`src/rtl/imem_pkg.sv`:
```
// Shared constants and loader state encoding for the instruction-memory boot loader.
package imem_pkg;

    localparam int          IMEM_ADDR_W = 6;
    localparam int          IMEM_DEPTH  = 64;
    localparam logic [31:0] NOP_WORD    = 32'h0000_0013;

    typedef enum logic [2:0] {
        S_IDLE,
        S_RECV,
        S_WRITE,
        S_FILL,
        S_DONE
    } ld_state_e;

endpackage

```
`src/rtl/byte_packer.sv`:
```
// Packs accepted stream bytes little-endian into a 32-bit word; word_full_o flags the 4th byte.
// Zero latency to word_full_o; the word register is valid the cycle after the 4th accept.
module byte_packer (
    input  logic        clk,
    input  logic        rst_n,
    input  logic        clr_i,
    input  logic        accept_i,
    input  logic [7:0]  byte_i,
    output logic [31:0] word_o,
    output logic        word_full_o
);

    logic [31:0] word_q, word_d;
    logic [1:0]  idx_q,  idx_d;

    always_comb begin
        word_d = word_q;
        idx_d  = idx_q;
        if (clr_i) begin
            word_d = '0;
            idx_d  = '0;
        end else if (accept_i) begin
            for (int b = 0; b < 4; b++) begin
                if (idx_q == 2'(b)) begin
                    word_d[8*b +: 8] = byte_i;
                end
            end
            idx_d = idx_q + 2'd1;
        end
    end

    always_ff @(posedge clk or negedge rst_n) begin
        if (!rst_n) begin
            word_q <= '0;
            idx_q  <= '0;
        end else begin
            word_q <= word_d;
            idx_q  <= idx_d;
        end
    end

    assign word_o      = word_q;
    assign word_full_o = accept_i && (idx_q == 2'd3);

endmodule

```
`src/rtl/imem_loader.sv`:
```
// Boot loader: streams bytes into 32-bit words, writes them to imem, pads the rest with NOP.
// s_ready only in RECV; one write cycle per word, one per fill word; done follows the last write.
module imem_loader #(
    parameter int          ADDR_W   = imem_pkg::IMEM_ADDR_W,
    parameter int          DEPTH    = imem_pkg::IMEM_DEPTH,
    parameter logic [31:0] NOP_WORD = imem_pkg::NOP_WORD
) (
    input  logic              clk,
    input  logic              rst_n,
    input  logic              start,
    input  logic [ADDR_W:0]   num_words,
    input  logic              s_valid,
    input  logic [7:0]        s_data,
    output logic              s_ready,
    output logic              mem_we,
    output logic [ADDR_W-1:0] mem_addr,
    output logic [31:0]       mem_wdata,
    output logic              busy,
    output logic              cpu_hold,
    output logic              done,
    output logic              err,
    output logic [7:0]        checksum
);
    import imem_pkg::*;

    localparam logic [ADDR_W:0]   DEPTH_C = (ADDR_W+1)'(DEPTH);
    localparam logic [ADDR_W-1:0] LAST_A  = ADDR_W'(DEPTH - 1);

    ld_state_e         state_q, state_d;
    logic [ADDR_W:0]   count_q, count_d;
    logic [ADDR_W-1:0] addr_q,  addr_d;   // word index while receiving, fill address while padding
    logic [7:0]        csum_q,  csum_d;
    logic              err_q,   err_d;
    logic              we_q,    we_d;

    logic              accept;
    logic              pk_clr;
    logic              word_full;
    logic [31:0]       pk_word;
    logic [ADDR_W:0]   next_idx;
    logic              legal;

    assign accept   = s_valid && (state_q == S_RECV);
    assign next_idx = {1'b0, addr_q} + (ADDR_W+1)'(1);
    assign legal    = (num_words != '0) && (num_words <= DEPTH_C);

    byte_packer u_packer (
        .clk         (clk),
        .rst_n       (rst_n),
        .clr_i       (pk_clr),
        .accept_i    (accept),
        .byte_i      (s_data),
        .word_o      (pk_word),
        .word_full_o (word_full)
    );

    always_comb begin
        state_d = state_q;
        count_d = count_q;
        addr_d  = addr_q;
        csum_d  = csum_q;
        err_d   = 1'b0;
        pk_clr  = 1'b0;
        case (state_q)
            S_IDLE: begin
                if (start) begin
                    if (legal) begin
                        count_d = num_words;
                        addr_d  = '0;
                        csum_d  = '0;
                        pk_clr  = 1'b1;
                        state_d = S_RECV;
                    end else begin
                        err_d = 1'b1;
                    end
                end
            end
            S_RECV: begin
                if (accept) begin
                    csum_d = csum_q + s_data;
                    if (word_full) state_d = S_WRITE;
                end
            end
            S_WRITE: begin
                if (next_idx < count_q) begin
                    addr_d  = next_idx[ADDR_W-1:0];
                    state_d = S_RECV;
                end else if (count_q < DEPTH_C) begin
                    addr_d  = count_q[ADDR_W-1:0];
                    state_d = S_FILL;
                end else begin
                    state_d = S_DONE;
                end
            end
            S_FILL: begin
                if (addr_q == LAST_A) state_d = S_DONE;
                else                  addr_d  = addr_q + ADDR_W'(1);
            end
            S_DONE:  state_d = S_IDLE;
            default: state_d = S_IDLE;
        endcase
        // Strobe is registered alongside the state so it lines up with WRITE/FILL exactly.
        we_d = (state_d == S_WRITE) || (state_d == S_FILL);
    end

    always_ff @(posedge clk or negedge rst_n) begin
        if (!rst_n) begin
            state_q <= S_IDLE;
            count_q <= '0;
            addr_q  <= '0;
            csum_q  <= '0;
            err_q   <= 1'b0;
            we_q    <= 1'b0;
        end else begin
            state_q <= state_d;
            count_q <= count_d;
            addr_q  <= addr_d;
            csum_q  <= csum_d;
            err_q   <= err_d;
            we_q    <= we_d;
        end
    end

    assign s_ready   = (state_q == S_RECV);
    assign busy      = (state_q != S_IDLE);
    assign cpu_hold  = busy;
    assign done      = (state_q == S_DONE);
    assign err       = err_q;
    assign checksum  = csum_q;
    assign mem_we    = we_q;
    assign mem_addr  = addr_q;
    assign mem_wdata = (state_q == S_FILL) ? NOP_WORD : pk_word;

endmodule

```
`config.mk`:
```
export PLATFORM = sky130hd
export DESIGN_NAME = imem_loader
export DESIGN_NICKNAME = d
export VERILOG_FILES = /design/src/rtl/imem_pkg.sv /design/src/rtl/byte_packer.sv /design/src/rtl/imem_loader.sv
export SDC_FILE = /design/constraint.sdc
export NUM_CORES = 1
export LEC_CHECK = 0
export BUFFER_PORTS_ARGS = -buffer_cell sky130_fd_sc_hd__buf_2
export CAP_MARGIN = 20
export CORE_MARGIN = 4
export CORE_UTILIZATION = 35
export CTS_CLUSTER_DIAMETER = 80
export DETAILED_ROUTE_END_ITERATION = 10
export GPL_TIMING_DRIVEN = 0
export PLACE_DENSITY_LB_ADDON = 0.15
export SLEW_MARGIN = 10
export SYNTH_ARGS = -nofsm -noshare
export SYNTH_HDL_FRONTEND = slang
export SYNTH_SLANG_ARGS = --single-unit
```
`constraint.sdc`:
```
create_clock -name clk -period 3.1 [get_ports clk]
set_input_delay 0.155 -clock clk [delete_from_list [all_inputs] [get_ports clk]]
set_output_delay 0.155 -clock clk [all_outputs]
set_load 0.02 [all_outputs]
```
==> summary.txt <==
Min path
  – Startpoint of the worst hold path: num_words[5]
  – WHS Path Cells: 3
  – Worst Hold Class: input port to flip-flop
  – Hold Path Sink: count_q[5]$_DFFE_PN0P_

Worst setup path
  – Critical path arrival: between 3 and 4 ns
  – FF-to-FF Start: mem_addr[0]$_DFFE_PN0P_
  – Worst path required time: around 3.4 ns
  – Critical R2R Capture: mem_addr[0]$_DFFE_PN0P_
  – Reg2reg path depth: 9
  – CP startpoint kind: flip-flop
  – Reg2reg setup slack: between 0.2 and 0.3 ns
  – Critical Path Fanout Max: 8
  – CP Class: flip-flop to flip-flop
  – Crit end category: flip-flop

STA
  – Top achievable clock speed: 0.3535 GHz
  – Setup_tns: 0 ns
  – Final setup viols: 0
  – Post-route clock skew: a little under 0.009 ns
  – Unrepaired setup endpoints after global routing: no
  – Period utilization: 0.9125
  – Min Clock Period, post-route: around 2.8 ns
  – Final Hold Viols: 0
  – Slew @ Worst Pin: ~0.80 ns
  – Slew HR: 0.4675
  – Slew Limit Fails: 0
  – Final worst slack: between 0.2 and 0.3 ns

Synth
  – EDFF count, synth: 0
  – Synth Flop Type: dfrtp_1
  – Syn Nets: about 420
  – Cell count after synthesis: between 300 and 400
  – Synth async-reset ratio: 1.000
  – Most frequent cell after synthesis: nand2_1
  – Yosys top cell area share: 0.4441
  – Yosys warns: 0
  – Synth top cells by count: 70 x nand2_1, 60 x dfrtp_1, 45 x a21oi_1
  – Avg Inst Size Synth: just under 9 um^2
  – Seq/Total Area, Yosys: 0.4441
  – Yosys reg bits: 60
  – Yosys top cell by area: dfrtp_1
  – Mapped Area: ~3400 um^2
  – Yosys cell types: 48
  – Ranking of synthesized cells by area: dfrtp_1 44%, nand2_1 7.8%, a21oi_1 6.7%, ha_1 6.7%, and2_1 5.7%

GRT
  – Initial antenna violation count: 0
  – GRT Total Usage: 0.1689
  – First-pass GRT wire length: 15,210 um
  – Vias in the first global route: 3,062
  – Largest net degree at the start of global routing: 61
  – Remaining global-route overflow: 0

Pwr
  – Clock network fraction of design power: 0.162
  – Share of total power in combinational logic: 0.524
  – Total power: approximately 0.0042 W
  – Switching pwr: about 0.0019 W
  – PD cells: between 1000 and 1500 nW/um^2
  – Sw frac: 0.4494
  – Power Internal: about 0.0023 W
  – VDD IR max: approximately 0.00028 V
  – Sequential power share: 0.315
  – P_leak: roughly 2.0 nW

Detailed routing
  – DR iter-0 viols: 138
  – Antenna viol nets, final: 0
  – Final WL: between 9000 and 10,000 um
  – DR DRC count: 0
  – Via density: around 4.9
  – Pre-antenna DRT Iters: 4
  – Drt wl/cell: 15.27 um
  – Vias: slightly below 3,000

Place
  – Cell Area, Placed: ~3900 um^2
  – Port buffer count: 70
  – Pre-CTS setup slack: roughly 0.27 ns
  – HPWL after DPL: about 6700 um
  – GP Congestion: between 0.7 and 0.8

Clocking
  – Root buffer cell: clkbuf_8
  – Cts hold-fix bufs: 1
  – CTS sink cnt: 60
  – Clock Latency Late Sink: 0.33 ns
  – Worst-path clk slew: 0.07 ns
  – H-tree Lvls: 3
  – CTS Buffer Depth: 2
  – CTS tree: done
  – CTS resizes: 0
  – Cts bufs inserted: 9
  – Setup Fix Bufs, Post-CTS: 0

Finish
  – Share of post-route cells with drive strength above 1: 0.2222
  – Antenna cells: 0
  – Final instance area: around 4100 um^2
  – Final nets: roughly 500
  – Area growth, synth to finish: 20.95%
  – Final Util: 0.4384

Floorplanning
  – Core footprint: a little over 9000 um^2
  – Starting Density: 0.3624
  – Die width: roughly 110 um
  – Die height: roughly 110 um
  – Die area: about 11,000 um^2
  – IO Pins: between 70 and 80
  – Row cnt: 35

Run
  – Max-cap violations: 0

Run status
  – Outcome: finished, final reports clean
[per-stage QoR]
step / std cells / hold slack [ns]
after floorplan: 381 / -0.1406
after global placement: 580 / 0.3940
after detailed placement: 580 / 0.2996
after CTS: 597 / 0.06330
after global routing: 597 / 0.07212
final: 597 / 0.07322
[how the worst max path moves through the flow]
stage	startpoint	endpoint	slack [ns]	cells after the start
global route	mem_addr[0]$_DFFE_PN0P_	mem_addr[0]$_DFFE_PN0P_	0.01	9
finish	mem_addr[0]$_DFFE_PN0P_	mem_addr[0]$_DFFE_PN0P_	0.27	9
global placement	mem_addr[0]$_DFFE_PN0P_	mem_addr[0]$_DFFE_PN0P_	0.28	9
CTS	mem_addr[0]$_DFFE_PN0P_	mem_addr[0]$_DFFE_PN0P_	0.25	9
detailed placement	mem_addr[0]$_DFFE_PN0P_	mem_addr[0]$_DFFE_PN0P_	0.27	9
floorplan	mem_addr[0]$_DFFE_PN0P_	mem_addr[5]$_DFFE_PN0P_	0.62	10
[cells in the final DEF (no fill, tap or decap), types with 2 or more instances in the layout]
cell / instances
buf_2: 76
nand2_1: 70
dfrtp_1: 60
a21oi_1: 45
and2_1: 31
nand3_1: 29
ha_1: 18
inv_1: 16
nor2_1: 11
clkbuf_1: 10
clkbuf_8: 9
o21ai_0: 8
o22ai_1: 8
xnor2_1: 7
o21ai_1: 6
nand2b_1: 5
xor2_1: 5
a21o_1: 4
a22oi_1: 4
nor3_1: 3
buf_1: 3
buf_6: 3
clkinv_2: 3
mux2i_1: 2
nor3b_1: 2
a21oi_2: 2
buf_4: 2
[kinds of logic (layout without fill, tap and decap cells)]
logic type,after synthesis,count (layout),share of synthesized area
AOI/OAI and AO/OA,86,86,0.1484
DFF,60,60,0.4441
adders and majority gates,19,19,0.07254
muxes,3,3,0.009252
and+or+nand+nor,163,163,0.2420
xor gates and xnor gates,12,12,0.03109
buffers and inverters,38,125,0.05255
[flip-flops by register name (all words and copies together) (netlist names)]
signal and cells:
u_packer.idx_q 2, err 1, u_packer.word_o 32, mem_addr 6, checksum 8, mem_we 1
state_q 3, count_q 7
[cell type report]
class                      count  area [um^2]
tap                          129        161.4
sequential                    60         1501
timing repair buffer          71        362.8
fill                         949         5239
buffer                        22        117.6
inverter                      16        60.06
clock buffer                  11        131.4
multi-input combinational    283         1702
clock inverter                 5        52.55
[power by group through the flow]
stage / Combinational [W] / Sequential [W] / Clock (W)
final: 0.00221 / 0.00133 / 0.000683
after CTS: 0.00223 / 0.00134 / 0.000697
after global routing: 0.00248 / 0.00139 / 0.000730
after floorplan: 0.00152 / 0.00137 / 0
after global placement: 0.00218 / 0.00134 / 0
after detailed placement: 0.00222 / 0.00135 / 0
[per-layer routing]
metal  part of all wire  track usage
met1               0.48       0.2357
met2               0.45       0.2620
met3              0.058      0.03461
met4              0.014      0.05458
met5                  0            0
[worst max-delay path: stages (launching register included)]
cell and delay, ns:
dfrtp_1 0.43, ha_1 0.27, nand3_2 0.14, nor3_1 0.43
ha_1 0.24, nand2_1 0.06, o221a_2 0.33, nor3_2 0.49
a22oi_1 0.17, o21ai_0 0.19
Power figures use the tool's default switching activity.
